`config.mk`:
```
export PLATFORM = sky130hd
export DESIGN_NAME = ram_read_bridge
export DESIGN_NICKNAME = d
export VERILOG_FILES = /design/src/rtl/ram_read_bridge.sv
export SDC_FILE = /design/constraint.sdc
export NUM_CORES = 1
export LEC_CHECK = 0
export BUFFER_PORTS_ARGS = -buffer_cell sky130_fd_sc_hd__buf_4
export CAP_MARGIN = 20
export CORE_ASPECT_RATIO = 0.9
export CORE_MARGIN = 4
export CORE_UTILIZATION = 57
export CTS_BUF_LIST = sky130_fd_sc_hd__clkbuf_4 sky130_fd_sc_hd__clkbuf_8
export CTS_CLUSTER_DIAMETER = 30
export DETAILED_ROUTE_END_ITERATION = 8
export GPL_ROUTABILITY_DRIVEN = 0
export PLACE_DENSITY = 0.87
export SETUP_SLACK_MARGIN = 0.02
export SLEW_MARGIN = 20
export SYNTH_ARGS = -nofsm -noshare
export SYNTH_HDL_FRONTEND = slang
export SYNTH_SLANG_ARGS = --single-unit
```
`constraint.sdc`:
```
create_clock -name csi_clk -period 5.3 [get_ports csi_clk]
set_input_delay 0.265 -clock csi_clk [delete_from_list [all_inputs] [get_ports csi_clk]]
set_output_delay 0.265 -clock csi_clk [all_outputs]
set_load 0.01 [all_outputs]
```
`src/rtl/ram_read_bridge.sv`:
```
// rtl/ram_read_bridge.sv - Avalon-MM read-only slave bridging Nios II reads to the sample RAM conduit
//
// Reads from the external waveform/sample RAM through a conduit, plus a small
// status space selected by the address MSB.
//
// Ports:
//   csi_clk          system clock
//   csi_reset_n      asynchronous active-low reset
//   avs_chipselect   Avalon slave select
//   avs_address      MSB=0 RAM word address, MSB=1 status offset
//   avs_read         Avalon read strobe
//   avs_readdata     registered read result, held between transfers
//   avs_waitrequest  stall; low for exactly one cycle when the result is ready
//   coe_RD_ADDR      registered RAM read address
//   coe_RD_EN        one-cycle RAM read enable pulse
//   coe_RD_DATA      RAM read data, valid RD_LATENCY edges after the launch edge
module ram_read_bridge #(
    parameter int RAM_WIDTH  = 12,
    parameter int RD_LATENCY = 2
) (
    input  logic                 csi_clk,
    input  logic                 csi_reset_n,
    input  logic                 avs_chipselect,
    input  logic [RAM_WIDTH:0]   avs_address,
    input  logic                 avs_read,
    output logic [31:0]          avs_readdata,
    output logic                 avs_waitrequest,
    output logic [RAM_WIDTH-1:0] coe_RD_ADDR,
    output logic                 coe_RD_EN,
    input  logic [RAM_WIDTH-1:0] coe_RD_DATA
);

    typedef enum logic [1:0] {
        IDLE = 2'd0,
        WAIT = 2'd1,
        DONE = 2'd2
    } state_t;

    localparam logic [2:0] LAT = RD_LATENCY[2:0];

    state_t      state;
    logic [2:0]  cnt;
    logic [15:0] rd_count;
    logic [31:0] status_word;

    // The only cycle the master is released is DONE; everything else stalls.
    assign avs_waitrequest = avs_chipselect & avs_read & (state != DONE);

    always_comb begin
        status_word = 32'd0;
        if (avs_address[RAM_WIDTH-1:0] == RAM_WIDTH'(0)) begin
            status_word = {16'd0, rd_count};
        end else if (avs_address[RAM_WIDTH-1:0] == RAM_WIDTH'(1)) begin
            status_word = {29'd0, LAT};
        end
    end

    always_ff @(posedge csi_clk or negedge csi_reset_n) begin
        if (!csi_reset_n) begin
            state        <= IDLE;
            cnt          <= 3'd0;
            rd_count     <= 16'd0;
            avs_readdata <= 32'd0;
            coe_RD_ADDR  <= '0;
            coe_RD_EN    <= 1'b0;
        end else begin
            case (state)
                IDLE: begin
                    coe_RD_EN <= 1'b0;
                    if (avs_chipselect && avs_read) begin
                        if (!avs_address[RAM_WIDTH]) begin
                            coe_RD_ADDR <= avs_address[RAM_WIDTH-1:0];
                            coe_RD_EN   <= 1'b1;
                            cnt         <= LAT;
                            state       <= WAIT;
                        end else begin
                            avs_readdata <= status_word;
                            state        <= DONE;
                        end
                    end
                end
                WAIT: begin
                    // The RAM access always finishes, even if the master has
                    // withdrawn, so rd_count tracks every access actually issued.
                    coe_RD_EN <= 1'b0;
                    cnt       <= cnt - 3'd1;
                    if (cnt == 3'd1) begin
                        avs_readdata <= {{(32-RAM_WIDTH){1'b0}}, coe_RD_DATA};
                        if (rd_count != 16'hFFFF) begin
                            rd_count <= rd_count + 16'd1;
                        end
                        state <= DONE;
                    end
                end
                DONE: begin
                    coe_RD_EN <= 1'b0;
                    state     <= IDLE;
                end
                default: begin
                    coe_RD_EN <= 1'b0;
                    state     <= IDLE;
                end
            endcase
        end
    end

endmodule

```
Word-level counts from Yosys, hierarchy flattened:

Cells that the tools add are included.

* flip-flop bits (word level): 66
* bits of input ports: 29
* output and inout port bits: 46
* logic and storage cells: 45

* add/sub/neg operators: 2
* equal/unequal tests: 9
* multiplexer cells: 16
* bitwise operators: 3
* reduce and logical (&&, ||, !) cells: 9

Operators with widths (number)
* two-way mux 32 bit: 4
* case mux 32 bit (2 select lines): 1
* adder 16 x 1 -> 16 bit (second input constant): 1
* != test 16 bit (second input constant): 1
* equality test 12 x 1 -> 1 bit (second input constant): 1
* zero test 12 bit: 1
* != test 2 bit (second input constant): 5
* AND reduction 3 bit: 3
* two-way mux 2 bit: 4
* two-way mux 3 bit: 2
* case mux 3 bit (2 select lines): 1
* case mux 2 bit (2 select lines): 1
* AND reduction 4 bit: 1
* equality test 3 x 1 -> 1 bit (second input constant): 1
* two-way mux 1 bit: 3
* subtractor 3 x 1 -> 3 bit (second input constant): 1
* bitwise AND 1 bit: 2
* equality test 2 x 1 -> 1 bit (second input constant): 1
* zero test 2 bit: 1
* AND reduction 2 bit: 1
* nonzero test 2 bit: 1
* logical AND 1 bit: 1
* inverter 1 bit: 1

Longest topological paths before layout:

* depth after elaboration: 6
* depth in mapped cells: 7

Worst setup path after synthesis:

OpenSTA, ideal clock, no wires.

* kind: register to register
* start: register rd_count[0]
* end: register rd_count[1]
* arrival: 1.631 ns
* data required time: 5.172 ns
* setup slack: 3.541 ns
* stages on the path, launching flop included: 6
* path buffers: 0
* period minus slack after synthesis: 1.759 ns
* cell sequence: dfrtp_1 > ha_1 > nand4_1 > nor4_4 > nor2_1 > mux2_1

* longest elaborated chain between the ends: 2
* elaborated cells between the ends (all ways): 3
* classes of those cells: add/sub (1); eq/ne (1); reduce/logical (1)

Ends and longest elaborated chain
* from (decl): RTL line 43 `logic [15:0] rd_count;`
* from (signal assigned): RTL line 90 `rd_count <= rd_count + 16'd1;`
* parallel branches: the longest is 2 deep, another holds adder 16 x 1 -> 16 bit

Several ways; the timed one is not identified.
A chain may end at the register's enable or synchronous reset.

Final worst setup path:

* start: register state[0]
* end: register cnt[2]

* longest elaborated chain between the ends: 3
* elaborated cells between the ends (all ways): 7
* classes of those cells: eq/ne (3); mux (1); reduce/logical (3)

Ends and longest elaborated chain
* from (decl): RTL line 41 `state_t state;`
* from (signal assigned): RTL line 60 `state <= IDLE;`
* from (signal assigned): RTL line 75 `state <= WAIT;`
* from (signal assigned): RTL line 78 `state <= DONE;`
* zero test 2 bit or equality test 2 x 1 -> 1 bit (tied branches): RTL line 67 `case (state)`
* != test 2 bit (no line) or nonzero test 2 bit (tied branches)
* AND reduction 3 bit (no line)
* to (signal assigned): RTL line 86 `cnt <= cnt - 3'd1;`
* to (decl): RTL line 42 `logic [2:0] cnt;`

Several ways; a longest one is shown, not always the timed one.

==> impl_metrics.env <==
export IMPL_status="finished clean"
export IMPL_ys_top_cells_by_count="dfrtp_1 (50), nand2_1 (22), nor2_1 (21)"
export IMPL_cap_violations=0
export IMPL_ys_flop_type="dfrtp_1"
export IMPL_cts_max_path_buffers=2
export IMPL_p_comb_frac=0.354
export IMPL_drt_vias_per_instance=5.52
export IMPL_std_cell_rows=22
export IMPL_diodes=0
export IMPL_p_per_area_nw_per_um2=444
export IMPL_ys_seq_elements=50
export IMPL_area_delta_synth_final_pct=20.9
export IMPL_routed_wl_mm=5.55
export IMPL_htree_levels=2
export IMPL_slew_viol_final=0
export IMPL_startpoint_type="register"
export IMPL_slowest_stage="nor2b_1"
export IMPL_vias=1939
export IMPL_slew_headroom=0.335
export IMPL_die_height_um=71.0
export IMPL_drt_initial_drc_count=167
export IMPL_timing_fmax_mhz=485
export IMPL_cp_cell_sequence="nor2b_1, nand2_1, xor2_1, nor2_1"
export IMPL_core_area_um2=4160
export IMPL_yosysTopAreaCell="dfrtp_1"
export IMPL_clk_latency_ns=0.31
export IMPL_period_share=0.389
export IMPL_p_switching_uw=457
export IMPL_leakage_uw=0.00141
export IMPL_cts_sinks=50
export IMPL_track_usage=0.208
export IMPL_avgRoutedWirePerCell_um=15.8
export IMPL_syn_area_per_cell_um2=10.7
export IMPL_ir_drop_mv=0.294
export IMPL_yosysUniqueCellTypes=44
export IMPL_min_path_type="in -> reg"
export IMPL_grt_max_degree=51
export IMPL_hp_start="avs_address[4]"
export IMPL_ys_async_sr_fraction=1.00
export IMPL_cts_tree="done"
export IMPL_internal_power_uw=893
export IMPL_pin_count=75
export IMPL_hold_viol=0
export IMPL_initial_core_util=0.605
export IMPL_synth_most_common_cell="dfrtp_1"
export IMPL_yosysSeqAreaShare=0.498
export IMPL_antenna_found_initial=0
export IMPL_portBuffers=58
export IMPL_required_ns=5.45
export IMPL_fin_hold_ws_ns=0.197
export IMPL_drtAntennaViolNets=0
export IMPL_final_min_clock_period_ns=2.06
export IMPL_yosys_warnings=0
export IMPL_synth_edff_count=0
export IMPL_synthCells=234
export IMPL_setup_slack_ns=3.24
export IMPL_skew_ns=0.0119
export IMPL_grt_overflow=0
export IMPL_tns_ns=0
export IMPL_synth_area_um2=2510
export IMPL_r2r_start="state[0]"
export IMPL_setup_viol=0
export IMPL_critical_path_startpoint="state[0]"
export IMPL_numCtsBuffers=5
export IMPL_end_kind="register"
export IMPL_cp_max_fo=14
export IMPL_drt_pass1_iter_count=7
export IMPL_worst_setup_path_type="reg -> reg"
export IMPL_worstPathArrival_ns=2.21
export IMPL_die_x_um=78.0
export IMPL_dieArea_um2=5540
export IMPL_synth_top_cell_area_share=0.498
export IMPL_cpPeakStageDelay_ns=0.85
export IMPL_cts_clk_slew_worst_paths_ns=0.09
export IMPL_pwr_share_clk=0.201
export IMPL_synthTopCellsByArea="dfrtp_1 (50%), mux2_2 (6.3%), buf_4 (4.8%)"
export IMPL_cts_root_buffer="clkbuf_8"
export IMPL_power_switching_share=0.339
export IMPL_dp_cells=342
export IMPL_first_global_vias=1887
export IMPL_p_seq_frac=0.445
export IMPL_drc=0
export IMPL_fin_nets=322
export IMPL_drive_above_1_share=0.306
export IMPL_final_core_util=0.731
export IMPL_final_cells=351
export IMPL_rsz0062_at_grt="no"
export IMPL_place_ws_ns=2.97
export IMPL_worstMarginPinSlew_ns=0.995
export IMPL_hpwl_mm=4.13
export IMPL_grt_pass1_wl_mm=9.03
[through the flow]
step / power (µW) / area [µm²]
after CTS: 1350 / 3030
after detailed placement: 1090 / 2910
after global placement: 1060 / 2910
after global routing: 1440 / 3040
after floorplan: 872 / 2570
final: 1350 / 3040
[cells in the final DEF (no fill, tap or decap), types with 3 or more instances in the layout]
| master | instances |
|---|---|
| a22o_1 | 3 |
| a31oi_1 | 13 |
| buf_4 | 58 |
| clkbuf_8 | 5 |
| conb_1 | 16 |
| dfrtp_1 | 50 |
| ha_1 | 3 |
| inv_1 | 6 |
| mux2_2 | 14 |
| nand2_1 | 22 |
| nand3_1 | 18 |
| nand4_1 | 7 |
| nor2_1 | 21 |
| nor3_1 | 6 |
| nor4_4 | 3 |
| xor2_1 | 11 |
[cells by family after synthesis]
logic type               after synthesis  synth area share
AO/OA/AOI/OAI                         27            0.0721
XOR/XNOR                              12            0.0418
adder cells (fa/ha/maj)                3            0.0149
buffers and inverters                 31            0.0776
flip-flops                            50             0.498
multiplexers                          16            0.0711
other                                  1           0.00149
AND/OR/NAND/NOR                       94             0.223
[critical path: cells and delay by family, from the launching register on]
kind,cells,cell delay [ns]
XOR/XNOR,1,0.18
flip-flops,1,0.64
AND/OR/NAND/NOR,3,1.07
[final timing paths]
path / to / slack [ns] / cells after the start
worst min-delay path: coe_RD_ADDR[4] / 0.20 / 2
worst max-delay path: cnt[2] / 3.24 / 4
worst min register to register: coe_RD_ADDR[7] / 0.51 / 1
worst max register to register: cnt[2] / 3.24 / 4
max in group asynchronous: rd_count[1] / 4.38 / 2
min in group asynchronous: cnt[0] / 0.52 / 2
[layer usage]
| metal | share of wire | vias to the layer above | track usage | wire (µm) |
|---|---|---|---|---|
| li1 | - | 903 | - | - |
| met1 | 0.41 | 938 | 0.262 | 2270 |
| met2 | 0.50 | 88 | 0.350 | 2760 |
| met3 | 0.077 | 10 | 0.0636 | 428 |
| met4 | 0.018 | 0 | 0.0583 | 100 |
| met5 | 0 | - | 0 | 0 |
[final cells by class]
cell class / instances / area [µm²]
multi-input combinational: 168 / 1130
sequential: 50 / 1250
fill: 261 / 1120
clock inverter: 2 / 37.5
clock buffer: 6 / 76.3
tap: 60 / 75.1
timing repair buffer: 59 / 445
inverter: 6 / 22.5
[registers in the layout, indices dropped and copies added, names as in the netlist]
name / cells
coe_RD_EN: 1
cnt: 3
avs_readdata: 16
coe_RD_ADDR: 12
rd_count: 16
state: 2
[power groups by stage]
stage / sequential, µW / combinational (µW) / clock [µW]
final: 601 / 478 / 271
after global routing: 622 / 528 / 289
after CTS: 600 / 481 / 273
after detailed placement: 607 / 480 / 0
after global placement: 599 / 464 / 0
after floorplan: 617 / 255 / 0
[what timing repair did]
item,4_1_cts,5_1_grt
hold endpoints to repair,50,0
setup buffers,0,0
hold buffers,1,0
gates resized for setup,0,0
setup endpoints to repair,0,0
(Power assumes the default switching activity.)
